### src/rtl/mem_arbiter.sv
// Round-robin arbiter sharing one memory port between instruction fetch and
// load/store. Formats store byte lanes, extends load data, flags misaligned
// data accesses without touching memory, and stalls the PC until the
// pending accesses complete.
module mem_arbiter #(
    parameter int ADDR_W = 32,
    parameter int DATA_W = 32
) (
    input  logic              clk,
    input  logic              reset,
    input  logic              if_req,
    input  logic [ADDR_W-1:0] if_addr,
    output logic [DATA_W-1:0] if_rdata,
    output logic              if_gnt,
    input  logic              d_rd_en,
    input  logic              d_wr_en,
    input  logic [ADDR_W-1:0] d_addr,
    input  logic [DATA_W-1:0] d_wdata,
    input  logic [2:0]        d_mask,
    output logic [DATA_W-1:0] d_rdata,
    output logic              d_done,
    output logic              d_err,
    output logic              stall,
    output logic              mem_req,
    output logic              mem_we,
    output logic [ADDR_W-1:0] mem_addr,
    output logic [DATA_W-1:0] mem_wdata,
    output logic [3:0]        mem_be,
    input  logic              mem_ack,
    input  logic [DATA_W-1:0] mem_rdata
);

    typedef enum logic [1:0] {IDLE, BUSY_IF, BUSY_D, RESP} state_t;

    state_t            state_reg, state_next;
    logic              last_gnt_reg;   // 1 = data side was granted last
    logic              side_d_reg;     // side currently being served
    logic              err_reg;
    logic              we_reg;
    logic [1:0]        size_reg;       // 00 byte, 01 half, 1x word
    logic              unsigned_reg;
    logic [1:0]        addr_lo_reg;
    logic [ADDR_W-1:0] mem_addr_reg;
    logic [DATA_W-1:0] mem_wdata_reg;
    logic [3:0]        mem_be_reg;
    logic [DATA_W-1:0] if_rdata_reg;
    logic [DATA_W-1:0] d_rdata_reg;

    logic              d_pend;
    logic              pick_d;
    logic              is_byte, is_half, is_word;
    logic              misaligned;
    logic [DATA_W-1:0] store_wdata;
    logic [3:0]        store_be;
    logic [7:0]        lane [4];
    logic [7:0]        load_byte;
    logic [15:0]       load_half;
    logic [DATA_W-1:0] load_data;

    // Byte lanes of the returning memory word, indexed by address low bits
    generate
        for (genvar gi = 0; gi < 4; gi++) begin : g_lane
            assign lane[gi] = mem_rdata[8*gi +: 8];
        end
    endgenerate

    // Request decode, round-robin choice, misalignment and store lane formatting
    always_comb begin
        d_pend     = d_rd_en | d_wr_en;
        pick_d     = d_pend & (~if_req | ~last_gnt_reg);
        is_byte    = (d_mask[1:0] == 2'b00);
        is_half    = (d_mask[1:0] == 2'b01);
        is_word    = d_mask[1];
        misaligned = (is_half & d_addr[0]) | (is_word & (d_addr[1:0] != 2'b00));
        store_wdata = d_wdata;
        store_be    = 4'b1111;
        if (is_byte) begin
            store_wdata = {4{d_wdata[7:0]}};
            store_be    = 4'b0001 << d_addr[1:0];
        end else if (is_half) begin
            store_wdata = {2{d_wdata[15:0]}};
            store_be    = 4'b0011 << d_addr[1:0];
        end
    end

    // Load data selection and sign/zero extension from the registered grant
    always_comb begin
        load_byte = lane[addr_lo_reg];
        load_half = addr_lo_reg[1] ? mem_rdata[31:16] : mem_rdata[15:0];
        load_data = mem_rdata;
        case (size_reg)
            2'b00:   load_data = unsigned_reg ? {24'h0, load_byte}
                                              : {{24{load_byte[7]}}, load_byte};
            2'b01:   load_data = unsigned_reg ? {16'h0, load_half}
                                              : {{16{load_half[15]}}, load_half};
            default: load_data = mem_rdata;
        endcase
    end

    // State register
    always_ff @(posedge clk or negedge reset) begin
        if (!reset) begin
            state_reg <= IDLE;
        end else begin
            state_reg <= state_next;
        end
    end

    // Next-state logic; misaligned data requests skip the memory entirely
    always_comb begin
        state_next = state_reg;
        case (state_reg)
            IDLE: begin
                if (pick_d) begin
                    state_next = misaligned ? RESP : BUSY_D;
                end else if (if_req) begin
                    state_next = BUSY_IF;
                end
            end
            BUSY_IF, BUSY_D: begin
                if (mem_ack) begin
                    state_next = RESP;
                end
            end
            RESP:    state_next = IDLE;
            default: state_next = IDLE;
        endcase
    end

    // Grant bookkeeping, memory command registers and response capture
    always_ff @(posedge clk or negedge reset) begin
        if (!reset) begin
            last_gnt_reg  <= 1'b1;
            side_d_reg    <= 1'b0;
            err_reg       <= 1'b0;
            we_reg        <= 1'b0;
            size_reg      <= 2'b10;
            unsigned_reg  <= 1'b0;
            addr_lo_reg   <= 2'b00;
            mem_addr_reg  <= '0;
            mem_wdata_reg <= '0;
            mem_be_reg    <= 4'b0000;
            if_rdata_reg  <= '0;
            d_rdata_reg   <= '0;
        end else begin
            case (state_reg)
                IDLE: begin
                    if (pick_d) begin
                        side_d_reg    <= 1'b1;
                        last_gnt_reg  <= 1'b1;
                        err_reg       <= misaligned;
                        we_reg        <= d_wr_en;
                        size_reg      <= d_mask[1:0];
                        unsigned_reg  <= d_mask[2];
                        addr_lo_reg   <= d_addr[1:0];
                        mem_addr_reg  <= d_addr & ~ADDR_W'(3);
                        mem_wdata_reg <= d_wr_en ? store_wdata : '0;
                        mem_be_reg    <= d_wr_en ? store_be : 4'b1111;
                        if (misaligned) begin
                            d_rdata_reg <= '0;
                        end
                    end else if (if_req) begin
                        side_d_reg    <= 1'b0;
                        last_gnt_reg  <= 1'b0;
                        err_reg       <= 1'b0;
                        we_reg        <= 1'b0;
                        mem_addr_reg  <= if_addr & ~ADDR_W'(3);
                        mem_wdata_reg <= '0;
                        mem_be_reg    <= 4'b1111;
                    end
                end
                BUSY_IF: begin
                    if (mem_ack) begin
                        if_rdata_reg <= mem_rdata;
                    end
                end
                BUSY_D: begin
                    if (mem_ack) begin
                        d_rdata_reg <= we_reg ? '0 : load_data;
                    end
                end
                default: ;
            endcase
        end
    end

    assign mem_req   = (state_reg == BUSY_IF) || (state_reg == BUSY_D);
    assign mem_we    = we_reg & mem_req;
    assign mem_addr  = mem_addr_reg;
    assign mem_wdata = mem_wdata_reg;
    assign mem_be    = mem_be_reg;
    assign if_gnt    = (state_reg == RESP) & ~side_d_reg;
    assign d_done    = (state_reg == RESP) & side_d_reg;
    assign d_err     = d_done & err_reg;
    assign if_rdata  = if_rdata_reg;
    assign d_rdata   = d_rdata_reg;
    assign stall     = (if_req | d_rd_en | d_wr_en) & ~(if_gnt | d_done);

endmodule

### config.mk
export PLATFORM = sky130hd
export DESIGN_NAME = mem_arbiter
export DESIGN_NICKNAME = d
export VERILOG_FILES = /design/src/rtl/mem_arbiter.sv
export SDC_FILE = /design/constraint.sdc
export NUM_CORES = 1
export LEC_CHECK = 0
export ABC_CLOCK_PERIOD_IN_PS = 2000
export CORE_MARGIN = 4
export CORE_UTILIZATION = 63
export CTS_CLUSTER_SIZE = 16
export DETAILED_ROUTE_END_ITERATION = 8
export DONT_BUFFER_PORTS = 1
export GPL_TIMING_DRIVEN = 0
export MAX_ROUTING_LAYER = met4
export PLACE_DENSITY = 0.79
export SYNTH_ARGS = -nofsm -noshare
export SYNTH_HDL_FRONTEND = slang
export SYNTH_SLANG_ARGS = --single-unit
### constraint.sdc
create_clock -name clk -period 2 [get_ports clk]
set_input_delay 0.4 -clock clk [delete_from_list [all_inputs] [get_ports clk]]
set_output_delay 0.4 -clock clk [all_outputs]
set_load 0.03 [all_outputs]
# After elaboration in Yosys (flattened, before gate mapping)
# Index checks and enable logic that the tools add are counted.
# Widths: inputs -> output; s select.
# word_totals
ff_bits	143
mem_bits_ro	0
inputBits	137
output_inout_bits	138
ramBits	0
word_cells	91
mem_count	0
latchBits	0
# classes
n_eq_ne	10
bitwise	19
n_lt_le_gt_ge	1
multipliers	0
shift	2
n_reduce_logical	13
n_addsub	0
div	0
mux	33
# op_table
op	count
$mux 32	13
$pmux 32 s2	2
$mux 4	5
$bmux 8 s2	1
$mux 16	1
$mux 8	2
$and 1x1->1	8
$ne 2x2->1 const B	4
$reduce_and 2->1	4
$eq 2x1->1 const B	3
$logic_not 2->1	3
$mux 2	3
$or 1x1->1	6
$pmux 2 s3	1
$reduce_bool 2->1	3
$mux 1	5
$eq 2x2->1 const B	2
$not 1->1	4
$reduce_and 4->1	1
$shl 1x2->4 const A	1
$shl 2x2->4 const A	1
$ge 3x3->1 const B	1
$ne 3x3->1 const B	1
$not 2->3	1
2 further kinds	2

# Depth between registers and ports, before layout
# depth
ltp_word	9
ltp_mapped	8
depth_no_buf	6

# Least setup slack after synthesis
# Ideal clock, no wire load.
# synth_path
kind	input to register
startpoint	input d_addr[0]
endpoint	register d_rdata_reg[0] (netlist: d_rdata[0])
arrival_time_ns	1.682
setup_time_ns	0.122
stages	7
path_slack_ns	0.196
n_path_buf	1
required_time_ns	1.878
path_cell_list	inv_1 > ha_1 > nand2b_1 > and3_1 > a211o_1 > buf_2 > a32o_1
# synth_between
elab_chain_len	5
elab_cells_between_ends	6
cone_classes	eq/ne (1); bitwise (3); reduce/logical (2)
# synth_rtl
item	line	text
start: declaration	17	input logic [ADDR_W-1:0] d_addr,
$reduce_bool 2->1	74	misaligned = (is_half & d_addr[0]) | (is_word & (d_addr[1:0] != 2'b00));
$and 1x1->1	74	
$or 1x1->1 *	74	
$ne 2x2->1 (no source line) *	-	
$reduce_and 4->1 (no source line) *	-	
end signal: assignment	179	d_rdata_reg <= we_reg ? '0 : load_data;
end: declaration	47	logic [DATA_W-1:0] d_rdata_reg;
# Mark *: on every way between the ends. The rest lies on a longest branch, timed or not.
# A chain may end at the register's enable or synchronous reset.

# Final worst setup path
# layout_path
startpoint	register state_reg[0]
endpoint	output mem_we
# layout_between
elab_chain_len	3
elab_cells_between_ends	4
cone_classes	eq/ne (2); bitwise (1); reduce/logical (1)
# layout_rtl
item	line	text
start: declaration	35	state_t state_reg, state_next;
start signal: assignment	105	state_reg <= state_next;
$eq 2x1->1 or $eq 2x2->1 (tied branches)	187	assign mem_req = (state_reg == BUSY_IF) || (state_reg == BUSY_D);
$logic_or 1x1->1 *	187	
via mem_req	24	output logic mem_req,
$and 1x1->1 *	188	assign mem_we = we_reg & mem_req;
end: declaration	25	output logic mem_we,
# Mark *: on every way through the listed nets, which the timed path passes. The rest lies on a longest branch.

==> flow_summary.ini <==
[power]
swShare = 0.4822
total_leakage_power_uw = 0.003300
peakVddDrop_mv = 0.9882
combPwrFrac = 0.289
p_per_area_nw_per_um2 = 1988
clkPwrFrac = 0.195
p_seq_frac = 0.516
p_switching_uw = 7134
p_int_uw = 7661

[cells_and_area]
fin_nets = 809
final.fill_count = 764
drive_gt1_frac = 0.1686
fin_area_sq_um = 7442
fin_util = 0.7209
diodes = 0
area_growth_pct = 11.72

[global_route]
antenna_found_initial = 0
grt_pass1_wl_um = 28990
grt-ovfl-total = 0
grt_max_degree = 142
grt_use_total = 0.3043
grt_pass1_vias = 5424

[worst_setup_path]
path_cells = inv_2 > ha_4 > and2_4
r2r_slack_ns = 0.10
worstReg2RegStart = state_reg[0]$_DFFE_PN0P_
critical_path_buf_inv_count = 1
critPathKind = register to primary output
arrival_ns = 1.59
endpoint = mem_we
worstPathMaxFanout = 6
r2r_end = d_rdata[10]$_DFFE_PN0P_
reg2regPathDepth = 7
cp.depth = 3
cpLargestDelayFamily = flip-flops
critPathCaptureType = primary output
required_ns = 1.60
crit_path_start = state_reg[0]$_DFFE_PN0P_
slowest_stage = dfrtp_2
slowest_delay_ns = 0.42
crit_path_start_kind = register

[routing]
wl_per_cell_um = 22.70
detail-route-antenna-nets = 0
drtPass1Iterations = 5
drcViolationCount = 0
vias_per_cell = 6.458
via_count = 5244
drt_iter0_drc = 441
wl_um = 18440

[sta]
final_hold_viol_count = 141
tightest_slew_ns = 0.6472
final.setup.tns_ns = 0
rsz0062_at_grt = yes
max_freq_mhz = 501.8
slew_viol_final = 0
min_period_ns = 1.993
hold_ws_ns = -0.4174
period_share = 0.9964
skew_ns = 0.008973
relSlewSlack = 0.5680
setup_viol = 0

[floorplanning]
die_area_sq_um = 12280
start_util = 0.6453
ios = 275
die_y_um = 110.8
rows = 37
core-area_sq_um = 10320
die_x_um = 110.8

[placed_design]
detailed_place_hpwl_um = 13640
place.gp.congestion = 0.9324
port_buffers = 0
placed_cell_area_sq_um = 6835

[yosys]
ys_warn_count = 0
ys_async_sr_fraction = 1.000
syn_inst = 640
syn_area_per_cell_sq_um = 10.41
synth_cell_types = 44
synth-seq-cells = 141
synth_edf_count = 0
ys_seq_area_frac = 0.5301
netlist_area_sq_um = 6661
ys.flop_type = dfrtp_1

[clocking]
cts_buffer_depth = 2
cts_tree = built
cts_sinks = 141
clk_pin_slew_ns = 0.06
cts-buffers-inserted = 17
clk_latency_ns = 0.52
cts_max_level = 4
root_buffer = clkbuf_8

[status]
outcome = finished with violations
violations = negative hold slack

[worst_hold_path]
min_path_type = input port to async pin

[flow_run]
maxCapViolCount = 0
==> worst register-to-register path: stages (launching register included) <==
cell and delay (ns):
dfrtp_2 0.42, inv_2 0.07, buf_4 0.13, ha_1 0.19, nand2b_1 0.14, a211o_1 0.37
buf_2 0.23, a32o_1 0.23
==> area by class of cell <==
type | count | area (sq um) | share of cell area
Timing Repair Buffer | 4 | 37.54 | 0.005044
Sequential cell | 141 | 3533 | 0.4748
Clock buffer | 18 | 427.9 | 0.05750
Inverter | 9 | 33.78 | 0.004539
Multi-Input combinational cell | 444 | 2885 | 0.3877
Buffer | 46 | 234.0 | 0.03144
Tap cell | 136 | 170.2 | 0.02286
Clock inverter | 14 | 120.1 | 0.01614
==> worst min-delay path by stage <==
stage                                 endpoint  slack (ns)
floorplan           addr_lo_reg[0]$_DFFE_PN0P_        0.10
CTS                  mem_wdata[12]$_DFFE_PN0P_       -0.44
global placement       if_rdata[3]$_DFFE_PN0P_        0.11
detailed placement     if_rdata[2]$_DFFE_PN0P_        0.11
global route         mem_wdata[20]$_DFFE_PN0P_       -0.45
finish                 if_rdata[2]$_DFFE_PN0P_       -0.42
==> stage by stage <==
| step | total power (uW) | std cells | hold WS [ns] | setup WS, ns |
|---|---|---|---|---|
| after detailed placement | 11820 | 777 | 0.1074 | -0.1029 |
| final | 14790 | 812 | -0.4174 | 0.007286 |
| after global routing | 15570 | 812 | -0.4526 | -0.06163 |
| after floorplan | 10590 | 641 | 0.1044 | 0.1964 |
| after global placement | 11540 | 777 | 0.1076 | -0.01978 |
| after CTS | 14810 | 809 | -0.4398 | -0.05617 |
==> logic make-up (layout without fill, tap and decap cells) <==
kind of cell,count (synthesis),count (layout),share of synthesized area
DFF,141,141,0.5301
other,1,2,0.0005629
buffers and inverters,56,91,0.04038
AOI/OAI and AO/OA,149,149,0.1546
muxes,70,70,0.1133
adders and majority gates,9,9,0.01690
and+or+nand+nor,214,214,0.1443
==> synth_stat cells (2+ instances only) <==
| cell | number | area share |
|---|---|---|
| or3_1 | 2 | 0.0019 |
| o21ai_1 | 24 | 0.018 |
| or2_2 | 6 | 0.0056 |
| a31oi_1 | 31 | 0.029 |
| mux2_1 | 10 | 0.017 |
| a221oi_1 | 2 | 0.0026 |
| nand2b_1 | 28 | 0.026 |
| nor3_1 | 6 | 0.0045 |
| o22a_1 | 2 | 0.0026 |
| o22ai_1 | 3 | 0.0028 |
| clkbuf_1 | 18 | 0.010 |
| inv_1 | 8 | 0.0045 |
| buf_4 | 6 | 0.0068 |
| nor2b_1 | 3 | 0.0028 |
| dfstp_2 | 2 | 0.0079 |
| a22o_1 | 10 | 0.013 |
| nor2_1 | 52 | 0.029 |
| buf_2 | 17 | 0.013 |
| o21ai_0 | 17 | 0.013 |
| mux2_2 | 33 | 0.056 |
| nand3_1 | 3 | 0.0023 |
| and3_1 | 3 | 0.0028 |
| a32o_1 | 31 | 0.047 |
| buf_1 | 4 | 0.0023 |
| ha_1 | 9 | 0.017 |
| a21oi_1 | 22 | 0.017 |
| buf_6 | 2 | 0.0034 |
| dfrtp_1 | 139 | 0.52 |
| nand2_1 | 103 | 0.058 |
| mux2i_1 | 27 | 0.041 |
| and2_1 | 4 | 0.0038 |
==> power by group through the flow <==
stage	clock network, uW	logic [uW]	registers [uW]
2_1_floorplan	0	3300	7290
3_3_place_gp	0	3910	7640
3_5_place_dp	0	4140	7680
4_1_cts	2930	4240	7650
5_1_grt	3070	4720	7780
6_report	2880	4270	7640
==> timing repair <==
action	4_1_cts	5_1_grt
buffers inserted	0	1
setup endpoints to repair	78	15
hold buffers	1	2
pin swaps	1	1
hold endpoints to repair	142	143
gates resized for setup	11	1
==> layer usage <==
metal,track usage,routed length (um),vias up
met5,-,0,-
met4,0.1092,456,0
met3,0.1146,1903,44
met2,0.5044,9369,287
met1,0.3371,6707,2619
li1,-,-,2294
==> cell usage in the layout, fill, tap and decap left out, types with 3 or more instances in the layout <==
cell,instances
and3_1,3
o21ai_1,24
nand2_1,103
a32o_1,31
buf_2,19
or2_2,6
clkinv_2,5
a31oi_1,31
clkinv_4,3
dlygate4sd3_1,3
o22ai_1,3
a22o_1,10
buf_4,7
clkinvlp_4,4
clkbuf_1,17
inv_1,6
nand2b_1,28
nand3_1,3
a21oi_1,22
mux2_2,33
inv_2,3
nor3_1,6
ha_1,8
o21ai_0,17
mux2i_1,27
dfrtp_1,137
mux2_1,10
clkbuf_16,16
and2_1,3
nor2_1,52
No activity file was read; power rests on OpenSTA's default activity.
==> RTL edit 1, RTL diff (same flow settings) <==
Re-encode `state_t` (4 states) as one-hot, 4 bits wide.
--- a/src/rtl/mem_arbiter.sv
+++ b/src/rtl/mem_arbiter.sv
@@ -32,3 +32,3 @@
 
-    typedef enum logic [1:0] {IDLE, BUSY_IF, BUSY_D, RESP} state_t;
+    typedef enum logic [3:0] {IDLE = 4'b0001, BUSY_IF = 4'b0010, BUSY_D = 4'b0100, RESP = 4'b1000} state_t;
 
Function: no difference found for any inputs over 4 cycles, from zero or initial values and one cycle with reset low; so few cycles prove little.
==> RTL edit 1 against the original RTL <==
Final area increased by 5.1%. Setup slack got worse by 340 ps. Worst hold slack got worse by 16 ps. Wire length decreased by 2.3%. The flow finishes with violations (negative hold slack, negative setup slack). First-iteration DRC count decreased by 16%. Non-clock buffer count increased by 18. Area after synthesis decreased by 1.4%. Power increased by 0.90%. Critical path type unchanged. Sequential cell count increased by 2.
==> RTL edit 1: results (changes against the original RTL) <==
| Metric | Value |
|---|---|
| Met3 Usage GRT | `0.1019 (-0.01271)` |
| Synthesized area | `6569 sq um (-1.4%)` |
| Met1 WL | `6637 um (-1.0%)` |
| First-pass GRT wire length | `26,870 um (-7.3%)` |
| Final Hold Fails | `143 (+1.4%)` |
| Post-Place Setup Slack | `-374.3 ps (-271.4 ps)` |
| Fin worst setup slack | `-333.7 ps (-341.0 ps)` |
| Min Hold Slack | `-433.4 ps (-15.99 ps)` |
| Clock power share | `0.218 (+0.023)` |
| CP Max Fanout | `4 (-2)` |
| Vias/cell | `6.284 (-2.7%)` |
| Post-CTS setup buffer count | `11 (+11)` |
| Buffers excl. clock | `68 (+36%)` |
| Slowest-stage cell, CP | `a211oi_4` |
| Fill cell count | `647 (-15%)` |
| M1 GR Usage | `0.3502 (+0.01310)` |
| Placed Cells | `715 (-8.0%)` |
| Final-layout non-clock buffer area share | `0.06193 (+0.02545)` |
| Area grow syn2layout | `19.03%` |
| Number of global-route vias before repair | `5,074 (-6.5%)` |
| DRT Pass-1 Iters | `4 (-1)` |
| Failing checks | `negative hold slack, negative setup slack` |
| Switch Pwr | `0.006873 W (-3.7%)` |
| Clock-cell share | `0.07793 (+0.004294)` |
| Lkg Pwr | `3.636 nW (+10%)` |
| Post-synthesis adder-cell area fraction | `0.007619 (-0.009286)` |
| Post-synth top cells | `dfrtp_1 (140), nand2_1 (82), o21ai_0 (66), mux2i_1 (63), mux2_2 (41)` |
| Yosys cell types | `46 (+4.5%)` |
| Final setup violation count | `38 (+38)` |
| Area of the multi-input gates | `2952 sq um (+2.3%)` |
| Post-cts sizing count | `30 (+19)` |
| Clock skew | `10.04 ps (+1.065 ps)` |
| Layout cell share with drive strength beyond 1 | `0.2398 (+0.07117)` |
| WP data arrival | `1930 ps (+340 ps)` |
| DPL Wire Length | `12,790 um (-6.2%)` |
| Storage cell area | `3586 sq um (+1.5%)` |
| Post-synthesis mux area share | `0.1731 (+0.05988)` |
| Largest cells by area after synthesis | `dfrtp_1 (53%), mux2i_1 (9.6%), mux2_2 (7.0%), o21ai_0 (5.0%), nand2_1 (4.7%)` |
| Gpl congestion | `0.8922 (-4.3%)` |
| Outcome | `complete, but fails checks` |
| Fin nets | `766 (-5.3%)` |
| Maximum vdd ir drop | `0.001128 V (+14%)` |
| # clock sinks | `143 (+1.4%)` |
| Critical R2R Launch | `state_reg[0]$_DFFE_PN1P_` |
==> RTL edit 1: cell types whose count changed in the layout (fill, tap and decap cells not counted), sizes merged, moves of 7 or more <==
cell / before / now
nor2: 53 / 20
nand2b: 28 / 21
mux2i: 27 / 63
nand2: 103 / 82
o2bb2ai: 1 / 9
a32o: 31 / 8
a31oi: 31 / 1
a21oi: 22 / 13
a221o: 0 / 16
buf: 30 / 41
dlygate4sd3: 3 / 10
o21ai: 42 / 66
==> RTL edit 1: final timing paths <==
kind / to / slack (ps) / cells after the start
setup / recovery: mem_we / -330 / 3
hold / removal: if_rdata[2]$_DFFE_PN0P_ / -430 / 0
setup reg to reg: d_rdata[17]$_DFFE_PN0P_ / -230 / 6
hold reg to reg: err_reg$_DFFE_PN0P_ / 490 / 1
max in group asynchronous: state_reg[0]$_DFFE_PN1P_ / 2200 / 0
min in group clk: if_rdata[7]$_DFFE_PN0P_ / 20 / 1
==> RTL edit 2, RTL diff (config.mk and constraints unchanged) <==
Made on the original files. The parameter `ADDR_W` goes from 32 to 24.
--- a/src/rtl/mem_arbiter.sv
+++ b/src/rtl/mem_arbiter.sv
@@ -5,3 +5,3 @@
 module mem_arbiter #(
-    parameter int ADDR_W = 32,
+    parameter int ADDR_W = 24,
     parameter int DATA_W = 32
Interface: changed (resized d_addr, if_addr and mem_addr); port bits go from 275 to 251. No check against the original RTL was run, so the function may have changed too.
==> RTL edit 2 against the original RTL <==
The run ends with negative hold slack, negative setup slack left. Setup slack worse by 20 ps. Via count is 6.6% lower. Maximum frequency down 0.97%. Sequential cell count is 8 lower. Power shrank 2.6%. Non-clock buffer count decreased by 7. Area after synthesis is 5.2% lower. Final area shrank 4.2%. Wire length down 5.8%. Count of clock-buffer cells in the layout is 3 higher. Critical endpoint unchanged. Highest routed layer unchanged.
==> RTL edit 2: results (changes against the original RTL) <==
| Metric | Value |
|---|---|
| Gr usage total | `0.3108 (+0.006504)` |
| DPL Wire Length | `12,670 um (-7.1%)` |
| Switch Pwr | `0.006743 W (-5.5%)` |
| Slew at the pin closest to its max-slew limit | `954.9 ps (+307.7 ps)` |
| Fill cell count | `688 (-9.9%)` |
| Fin nets | `746 (-7.8%)` |
| Number of global-route vias before repair | `5,219 (-3.8%)` |
| Gpl congestion | `0.9026 (-3.2%)` |
| Final setup violation count | `1 (+1)` |
| M1 GR Usage | `0.3452 (+0.008095)` |
| Maximum vdd ir drop | `0.0009290 V (-6.0%)` |
| Clock skew | `7.148 ps (-1.825 ps)` |
| WL per Instance | `22.78 um (+0.33%)` |
| DR WL met3 | `2048 um (+7.6%)` |
| Layout cell share with drive strength beyond 1 | `0.1765 (+0.007832)` |
| Metal2 WL | `8716 um (-7.0%)` |
| Final-layout non-clock buffer area share | `0.03264 (-0.003840)` |
| First-pass GRT wire length | `26,990 um (-6.9%)` |
| Clock Power | `0.00318 W (+10%)` |
| Combinational Power Share | `0.281 (-0.008)` |
| FF+latch count, synth | `133 (-5.7%)` |
| Clock Buffer Count | `21 (+3)` |
| Placed Cells | `730 (-6.0%)` |
| WP data arrival | `1610 ps (+20 ps)` |
| Clock-cell share | `0.08512 (+0.01148)` |
| Post-synth top cells | `dfrtp_1 (131), nand2_1 (87), nor2_1 (45), mux2_2 (33), a32o_1 (31)` |
| Min Hold Slack | `-414.5 ps (+2.920 ps)` |
| Met3 Usage GRT | `0.1188 (+0.004177)` |
| Area of the multi-input gates | `2756 sq um (-4.5%)` |
| DRT iter0 DRCs | `319 (-28%)` |
| CTS root buffer | `clkbuf_8` |
| Yosys cell types | `43 (-2.3%)` |
| Largest cells by area after synthesis | `dfrtp_1 (52%), mux2_2 (5.9%), nand2_1 (5.2%), a32o_1 (4.9%), mux2i_1 (4.3%)` |
| Synth Area per Inst | `10.60 sq um (+1.8%)` |
| Post-synthesis sequential area ratio | `0.5273 (-0.002715)` |
| Vias/cell | `6.425 (-0.51%)` |
| Largest net degree at the start of global routing | `134 (-5.6%)` |
| Fin worst setup slack | `-12.32 ps (-19.61 ps)` |
| Met1 WL | `6026 um (-10%)` |
| Failing checks | `negative hold slack, negative setup slack` |
| Final Hold Fails | `133 (-5.7%)` |
| Sequential share of cell area | `0.4675 (-0.007249)` |
| Setup TNS | `-12.32 ps (-12.32 ps)` |
| Final wirelength | `17,360 um (-5.8%)` |
| Met2 Use GR | `0.5062 (+0.001767)` |
| Outcome | `complete, but fails checks` |
[RTL edit 2: changes by cell type after synthesis, sizes merged]
| cell | before | now |
|---|---|---|
| dfrtp | 139 | 131 |
| buf | 29 | 25 |
| a31oi | 31 | 23 |
| nor2 | 53 | 45 |
| nand2 | 103 | 87 |
[RTL edit 2: metrics by stage]
step           hold slack [ps]  instance area [sq um]  setup slack, ps  total power, W
4_1_cts                 -438.5                   7113           -96.75         0.01442
6_report                -414.5                   7129           -12.32         0.01441
3_5_place_dp             108.0                   6486           -136.6         0.01111
3_3_place_gp             108.0                   6486           -36.31         0.01088
2_1_floorplan            104.4                   6320            196.4        0.009974
5_1_grt                 -446.3                   7129           -52.12         0.01515
[RTL edit 2: worst paths after layout]
| path | depth (start not counted) | to | slack [ps] |
|---|---|---|---|
| min in group clk | 1 | unsigned_reg$_DFFE_PN0P_ | 20 |
| max | 3 | mem_we | -10 |
| min | 0 | if_rdata[4]$_DFFE_PN0P_ | -410 |
| min reg2reg | 2 | last_gnt_reg$_DFFE_PN1P_ | 500 |
| max reg2reg | 6 | d_rdata[18]$_DFFE_PN0P_ | 110 |
| max in group asynchronous | 0 | size_reg[1]$_DFFE_PN1P_ | 2150 |
[RTL edit 2: logic make-up (layout without fill, tap and decap cells)]
| kind of cell | count (synthesis) | after routing | share of synthesized area |
|---|---|---|---|
| other cells | 1 | 2 | 0.0005937 |
| fa+ha+maj | 9 | 9 | 0.01783 |
| buf+inv | 52 | 84 | 0.04120 |
| compound gates | 141 | 141 | 0.1561 |
| simple gates | 190 | 190 | 0.1375 |
| flops | 133 | 133 | 0.5273 |
| mux | 70 | 70 | 0.1195 |
[RTL edit 2: critical path: cells and delay by family, from the launching register on]
kind,cells,cell delay (ps)
and+or+nand+nor,1,230
adders and majority gates,1,360
DFF,1,420
buffers and inverters,1,80
